## config.mk

```make
export PLATFORM = sky130hd
export DESIGN_NAME = booth_multiplier
export DESIGN_NICKNAME = d
export VERILOG_FILES = /design/src/rtl/booth_multiplier.sv
export SDC_FILE = /design/constraint.sdc
export NUM_CORES = 1
export LEC_CHECK = 0
export BUFFER_PORTS_ARGS = -buffer_cell sky130_fd_sc_hd__buf_4
export CORE_MARGIN = 2
export CORE_UTILIZATION = 45
export CTS_CLUSTER_SIZE = 16
export DETAILED_ROUTE_END_ITERATION = 10
export HOLD_SLACK_MARGIN = 0.12
export PLACE_DENSITY_LB_ADDON = 0.2
export SLEW_MARGIN = 30
export SYNTH_ARGS = -nofsm -noshare
export SYNTH_HDL_FRONTEND = slang
export SYNTH_SLANG_ARGS = --single-unit
```

## constraint.sdc

```tcl
create_clock -name clk -period 4.1 [get_ports clk]
set_input_delay 0.41 -clock clk [delete_from_list [all_inputs] [get_ports clk]]
set_output_delay 0.41 -clock clk [all_outputs]
set_load 0.05 [all_outputs]
```

## src/rtl/booth_multiplier.sv

```systemverilog
// Sequential radix-2 Booth signed multiplier.
// One add/subtract step per clock followed by an arithmetic shift right of
// the {U, V} pair; WIDTH iterations produce the exact 2*WIDTH-bit product.
module booth_multiplier #(
    parameter int WIDTH = 32
) (
    input  logic                 clk,
    input  logic                 reset_n,
    input  logic                 op_start,
    input  logic                 op_clear,
    input  logic [WIDTH-1:0]     multiplicand,
    input  logic [WIDTH-1:0]     multiplier,
    output logic                 op_busy,
    output logic                 op_done,
    output logic [2*WIDTH-1:0]   result
);

    localparam int CW = (WIDTH > 1) ? $clog2(WIDTH) : 1;

    typedef enum logic [1:0] {
        IDLE = 2'd0,
        EXEC = 2'd1,
        DONE = 2'd2
    } state_t;

    state_t            state_reg, state_next;
    logic [WIDTH-1:0]  m_reg, m_next;
    logic [WIDTH:0]    u_reg, u_next;      // one guard bit so U-M never overflows
    logic [WIDTH-1:0]  v_reg, v_next;
    logic              x_prev_reg, x_prev_next;
    logic [CW-1:0]     count_reg, count_next;
    logic              busy_reg, busy_next;
    logic              done_reg, done_next;

    logic [WIDTH:0]    m_ext;
    logic [WIDTH:0]    t_sum;
    logic              last_iter;

    assign m_ext     = {m_reg[WIDTH-1], m_reg};
    assign last_iter = (count_reg == CW'(WIDTH - 1));

    // Booth recoding of {V[0], x_prev}: add, subtract or pass the accumulator
    always_comb begin
        t_sum = u_reg;
        case ({v_reg[0], x_prev_reg})
            2'b01:   t_sum = u_reg + m_ext;
            2'b10:   t_sum = u_reg - m_ext;
            default: t_sum = u_reg;
        endcase
    end

    // State register
    always_ff @(posedge clk or negedge reset_n) begin
        if (!reset_n) begin
            state_reg <= IDLE;
        end else begin
            state_reg <= state_next;
        end
    end

    // Next-state logic; clear overrides every other request
    always_comb begin
        state_next = state_reg;
        if (op_clear) begin
            state_next = IDLE;
        end else begin
            case (state_reg)
                IDLE:    if (op_start) state_next = EXEC;
                EXEC:    if (last_iter) state_next = DONE;
                DONE:    state_next = DONE;
                default: state_next = IDLE;
            endcase
        end
    end

    // Output decode, taken from the next state so the flags are registered
    always_comb begin
        busy_next = (state_next == EXEC);
        done_next = (state_next == DONE);
    end

    // Datapath next values: latch on start, iterate in EXEC, hold otherwise
    always_comb begin
        m_next      = m_reg;
        u_next      = u_reg;
        v_next      = v_reg;
        x_prev_next = x_prev_reg;
        count_next  = count_reg;
        if (op_clear) begin
            m_next      = '0;
            u_next      = '0;
            v_next      = '0;
            x_prev_next = 1'b0;
            count_next  = '0;
        end else begin
            case (state_reg)
                IDLE: begin
                    if (op_start) begin
                        m_next      = multiplicand;
                        u_next      = '0;
                        v_next      = multiplier;
                        x_prev_next = 1'b0;
                        count_next  = '0;
                    end
                end
                EXEC: begin
                    u_next      = {t_sum[WIDTH], t_sum[WIDTH:1]};
                    v_next      = {t_sum[0], v_reg[WIDTH-1:1]};
                    x_prev_next = v_reg[0];
                    count_next  = count_reg + CW'(1);
                end
                default: ;
            endcase
        end
    end

    // Datapath and flag registers
    always_ff @(posedge clk or negedge reset_n) begin
        if (!reset_n) begin
            m_reg      <= '0;
            u_reg      <= '0;
            v_reg      <= '0;
            x_prev_reg <= 1'b0;
            count_reg  <= '0;
            busy_reg   <= 1'b0;
            done_reg   <= 1'b0;
        end else begin
            m_reg      <= m_next;
            u_reg      <= u_next;
            v_reg      <= v_next;
            x_prev_reg <= x_prev_next;
            count_reg  <= count_next;
            busy_reg   <= busy_next;
            done_reg   <= done_next;
        end
    end

    assign op_busy = busy_reg;
    assign op_done = done_reg;
    assign result  = {u_reg[WIDTH-1:0], v_reg};

endmodule

```

* After elaboration in Yosys (flattened, before gate mapping)
Index checks and enable logic that the tools add are counted.
** Word-level totals
- Memories kept :: 0
- Memory bits (writable) :: 0
- Memory bits (read-only) :: 0
- Logic and storage cells :: 45
- Bits in latches :: 0
- Register bits :: 107
** Cells by class
- Multiply operators :: 0
- Div/mod/pow operators :: 0
- Reductions and logical operators :: 6
- Mux-type cells :: 20
- Shift operators :: 0
- Eq/ne operators :: 8
- Add/subtract/negate cells :: 3
- $lt $le $gt $ge :: 0
- Bitwise logic cells :: 0
** Operators by type and width (number)
- 32-bit two-way mux :: 5
- 33-bit one-hot mux with 2 select lines :: 2
- 33-bit two-way mux :: 2
- 32-bit one-hot mux with 2 select lines :: 1
- 33-bit adder :: 1
- 33-bit subtractor :: 1
- 5-bit two-way mux :: 2
- 5-bit one-hot mux with 2 select lines :: 1
- 2-bit by 1-bit equality test with 1-bit output, second input constant :: 3
- 2-bit equality test, second input constant :: 3
- 2-bit two-way mux :: 3
- 2-bit one-hot mux with 3 select lines :: 1
- 5-bit by 1-bit adder with 5-bit output, second input constant :: 1
- 5-bit equality test, second input constant :: 1
- 2-bit AND reduction :: 2
- 2-bit nonzero test :: 2
- 3-bit != test, second input constant :: 1
- 3-bit nonzero test :: 1
- 2-bit zero test :: 1
- 1-bit two-way mux :: 2
- 1-bit one-hot mux with 2 select lines :: 1

* Depth between registers and ports, before layout
- Word-level depth :: 5
- Depth in mapped cells :: 17
- Depth with buffers taken out :: 16

* Worst setup path after synthesis
Ideal clock, no wire load.
- Path kind :: register to register
- Start :: register m_reg[3]
- End :: register u_reg[31]
- Buffers on the path :: 1
- Data arrival time :: 3.598 ns
- Setup slack :: 0.373 ns
- Stages on the path, launching flop included :: 18
- Required time :: 3.971 ns
- Path through :: dfrtp_1 -> nor4_2 -> nand2_1 -> nor4b_2 -> nand2_1 -> nor2_1 -> a21oi_1 -> xnor2_1 -> ha_1 -> clkbuf_1 -> a211oi_1 -> o211ai_1 -> a2111oi_0 -> nand3_1 -> a31oi_1 -> o21bai_1 -> xnor2_1 -> o21ai_1
** Between the ends
- Word-level cells in the longest chain between the ends :: 4
** RTL lines
- from (decl) :: line 27 : logic [WIDTH-1:0] m_reg, m_next;
- from (signal assigned) :: line 128 : m_reg <= m_next;
- 33-bit subtractor or 33-bit adder (tied branches) :: line 47, 46
- 33-bit one-hot mux with 2 select lines (*) :: line 45 : case ({v_reg[0], x_prev_reg})
- 33-bit one-hot mux with 2 select lines (*) :: line 96 : case (state_reg)
- 33-bit two-way mux (*) :: line 89 : if (op_clear) begin
- to (signal assigned) :: line 129 : u_reg <= u_next;
- to (decl) :: line 28 : logic [WIDTH:0] u_reg, u_next;
Every way passes the cells marked *; elsewhere a longest branch is shown, timed or not.
A chain may end at the register's enable or synchronous reset.

* Worst setup path after layout
- Start :: register m_reg[2]
- End :: register u_reg[31]
The elaborated chain is that of the path after synthesis.

==> results.json <==
{
  "fmax_ghz": 0.264,
  "fin_area_um2": 8520,
  "vias": 6289,
  "vias_per_cell": 5.82,
  "final_hold_viol_count": 0,
  "startpoint": "m_reg[2]",
  "synthTopCellsByArea": "dfrtp_1, ha_1, a22o_1",
  "synthAdderAreaFrac_pct": 6.85,
  "hpwlAfterDp_um": 14400,
  "cpMaxStageDelayCell": "dfrtp_1",
  "required_ps": 4340,
  "crit_end": "u_reg[31]",
  "cts_tree": "yes",
  "worst_path_largest_cell_delay_ps": 470,
  "setup_viol": 0,
  "path_max_fanout": 6,
  "fp.coreArea_um2": 15000,
  "yosys.area_share.simple_pct": 14.2,
  "cap_violations": 0,
  "area_growth_syn_to_layout_pct": 23.9,
  "htreeDepth": 3,
  "status": "finished, final reports clean",
  "drtIter0Drc": 415,
  "portBuffers": 133,
  "async_reset_ff_share_pct": 100,
  "std_cell_rows": 45,
  "clk_pin_slew_ps": 80,
  "layout.nets": 992,
  "clk_path_buf_depth": 2,
  "syn_area_per_cell_um2": 8.96,
  "crit_path_end_kind": "register",
  "synth_enable_flop_cells": 0,
  "dr.pass1.iters": 5,
  "clkSinkCount": 106,
  "rr_worst_depth": 16,
  "synth_compound_area_share_pct": 24.2,
  "clock_latency_ps": 360,
  "finClkSkew_ps": 8.39,
  "critPathLaunchType": "register",
  "wl_per_cell_um": 18.0,
  "fin_util_pct": 56.6,
  "hp-class": "in -> async",
  "initial_utilization_pct": 45.7,
  "cts-root-buf": "clkbuf_16",
  "ys_seq_area_share_pct": 38.6,
  "slew_headroom_pct": 41.3,
  "worstSetupPathType": "reg -> reg",
  "r2r_start": "m_reg[2]",
  "synth_area_um2": 6870,
  "p_per_area_nw_per_um2": 384,
  "io-pin-count": 134,
  "grt_pass1_vias": 5947,
  "fin_ws_ps": 308,
  "grt_antenna_before_repair": 0,
  "post-route-period-util_pct": 92.5,
  "die_w_um": 128,
  "grt-ovfl-total": 0,
  "drv_slew": 0,
  "drive_gt1_share_pct": 20.7,
  "p_total_mw": 3.27,
  "synth_seq_cells": 106,
  "synth_top_area_share_pct": 38.6,
  "ant_nets": 0,
  "synth_flop_cell": "dfrtp_1",
  "drc": 0,
  "fin_worst_hold_slack_ps": 126,
  "syn_nets": 872,
  "diodes": 0,
  "synth_top_family_by_area": "compound AO/OA/AOI/OAI gates",
  "leakage_nw": 3.91,
  "numCtsBuffers": 9,
  "place_area_um2": 8140,
  "synthXorXnorAreaFrac_pct": 7.52,
  "rrSetupSlack_ps": 310,
  "r2r-end": "u_reg[31]",
  "synthMuxAreaShare_pct": 5.10,
  "arrival_ps": 4030,
  "grt_max_degree": 65,
  "fillCellCount": 1348,
  "period_minus_slack_ps": 3790,
  "crit_chain": "nor4_4 > nand2_1 > nor4b_4 > nand2_1 > nor2_2 > a21oi_1 > xnor2_1 > ha_1 > a211oi_2 > o211ai_1 > a2111oi_2 > nand3_1 > a31oi_1 > o21bai_1 > xnor2_1 > o21ai_1",
  "synth_cell_type_count": 57,
  "chipHeight_um": 128,
  "ys.warnings.count": 0,
  "grt_pass1_wl_um": 31300,
  "yosysTopAreaCell": "dfrtp_1",
  "peakVddDrop_mv": 0.208,
  "synth_cells": 767,
  "pre_cts_ws_ps": 48.1,
  "gp_congestion": 0.930,
  "wl_um": 19400,
  "tightestPinTransition_ps": 880,
  "die_area_um2": 16300,
  "track_usage_pct": 24.2
}
==> final cells by class <==
class / instances / area [µm²] / share of cell area, %
sequential: 106 / 2650 / 31.1
clock inverter: 5 / 68.8 / 0.808
tap: 188 / 235 / 2.76
timing repair buffer: 156 / 1190 / 14.0
multi-input combinational: 596 / 4060 / 47.6
clock buffer: 11 / 243 / 2.85
inverter: 18 / 67.6 / 0.793
==> cells in the final DEF (no fill, tap or decap), types with 14 or more instances in the layout <==
master / synthesis / routed
dfrtp_1: 106 / 106
xor2_1: 18 / 18
xnor2_1: 41 / 41
buf_4: 0 / 155
nor3_1: 16 / 15
mux2i_1: 35 / 35
o21ai_0: 82 / 82
inv_1: 18 / 18
a21oi_1: 56 / 55
a22oi_1: 14 / 14
nor2_1: 55 / 52
a22o_1: 47 / 47
nand2_1: 77 / 77
ha_1: 36 / 36
==> power breakdown <==
part | internal [mW] | switching (mW) | total [mW]
clock | 0.503 | 0.430 | 0.933
combinational | 0.452 | 0.701 | 1.15
sequential | 1.11 | 0.0772 | 1.18
==> Yosys cell counts, drive strengths merged (14+ instances only) <==
master / n
o21ai: 83
mux2i: 35
xnor2: 41
a22oi: 14
dfrtp: 106
nand2: 77
nor2: 55
xor2: 18
a21oi: 57
a22o: 47
nor3: 16
ha: 36
clkbuf: 43
inv: 18
==> worst min path at each step <==
stage                 start            to  slack (ps)  cells after the start
2_1_floorplan       reset_n  count_reg[0]         110                      0
3_3_place_gp   count_reg[2]  count_reg[2]         490                      1
3_5_place_dp   count_reg[4]  count_reg[4]         490                      1
4_1_cts             reset_n      u_reg[5]         170                      1
5_1_grt             reset_n      u_reg[5]         200                      1
6_report            reset_n      u_reg[5]         130                      1
==> timing repair <==
action	4_1_cts	5_1_grt
setup buffers	0	1
hold buffers	0	0
hold endpoints to repair	0	0
resized for setup	0	10
endpoints found under the setup margin	0	11
==> critical path, delay by kind of cell (launching register included) <==
family / cells / cell delay, ps
compound gates: 7 / 1280
xor+xnor: 2 / 330
simple gates: 6 / 1310
flops: 1 / 470
fa+ha+maj: 1 / 290
==> layer usage <==
layer / part of all wire, % / vias up / wire (µm) / track usage [%]
met2: 45 / 202 / 8750 / 37.1
met3: 6.4 / 24 / 1250 / 4.61
met5: 0 / - / 0 / 0
li1: - / 3037 / - / -
met4: 1.9 / 0 / 368 / 7.76
met1: 47 / 3026 / 9060 / 34.7
==> kinds of logic (layout without fill, tap and decap cells) <==
group,after synthesis,after routing
AOI/OAI and AO/OA,258,258
and+or+nand+nor,207,207
DFF,106,106
buffers and inverters,65,190
xor gates and xnor gates,59,59
adders and majority gates,37,37
muxes,35,35
==> stage by stage <==
stage                     TNS (ps)  std cells
after global placement           0       1062
after global routing         -71.6       1080
after floorplan                  0        767
final                            0       1080
after detailed placement         0       1063
after CTS                        0       1079
(Power assumes the default switching activity.)
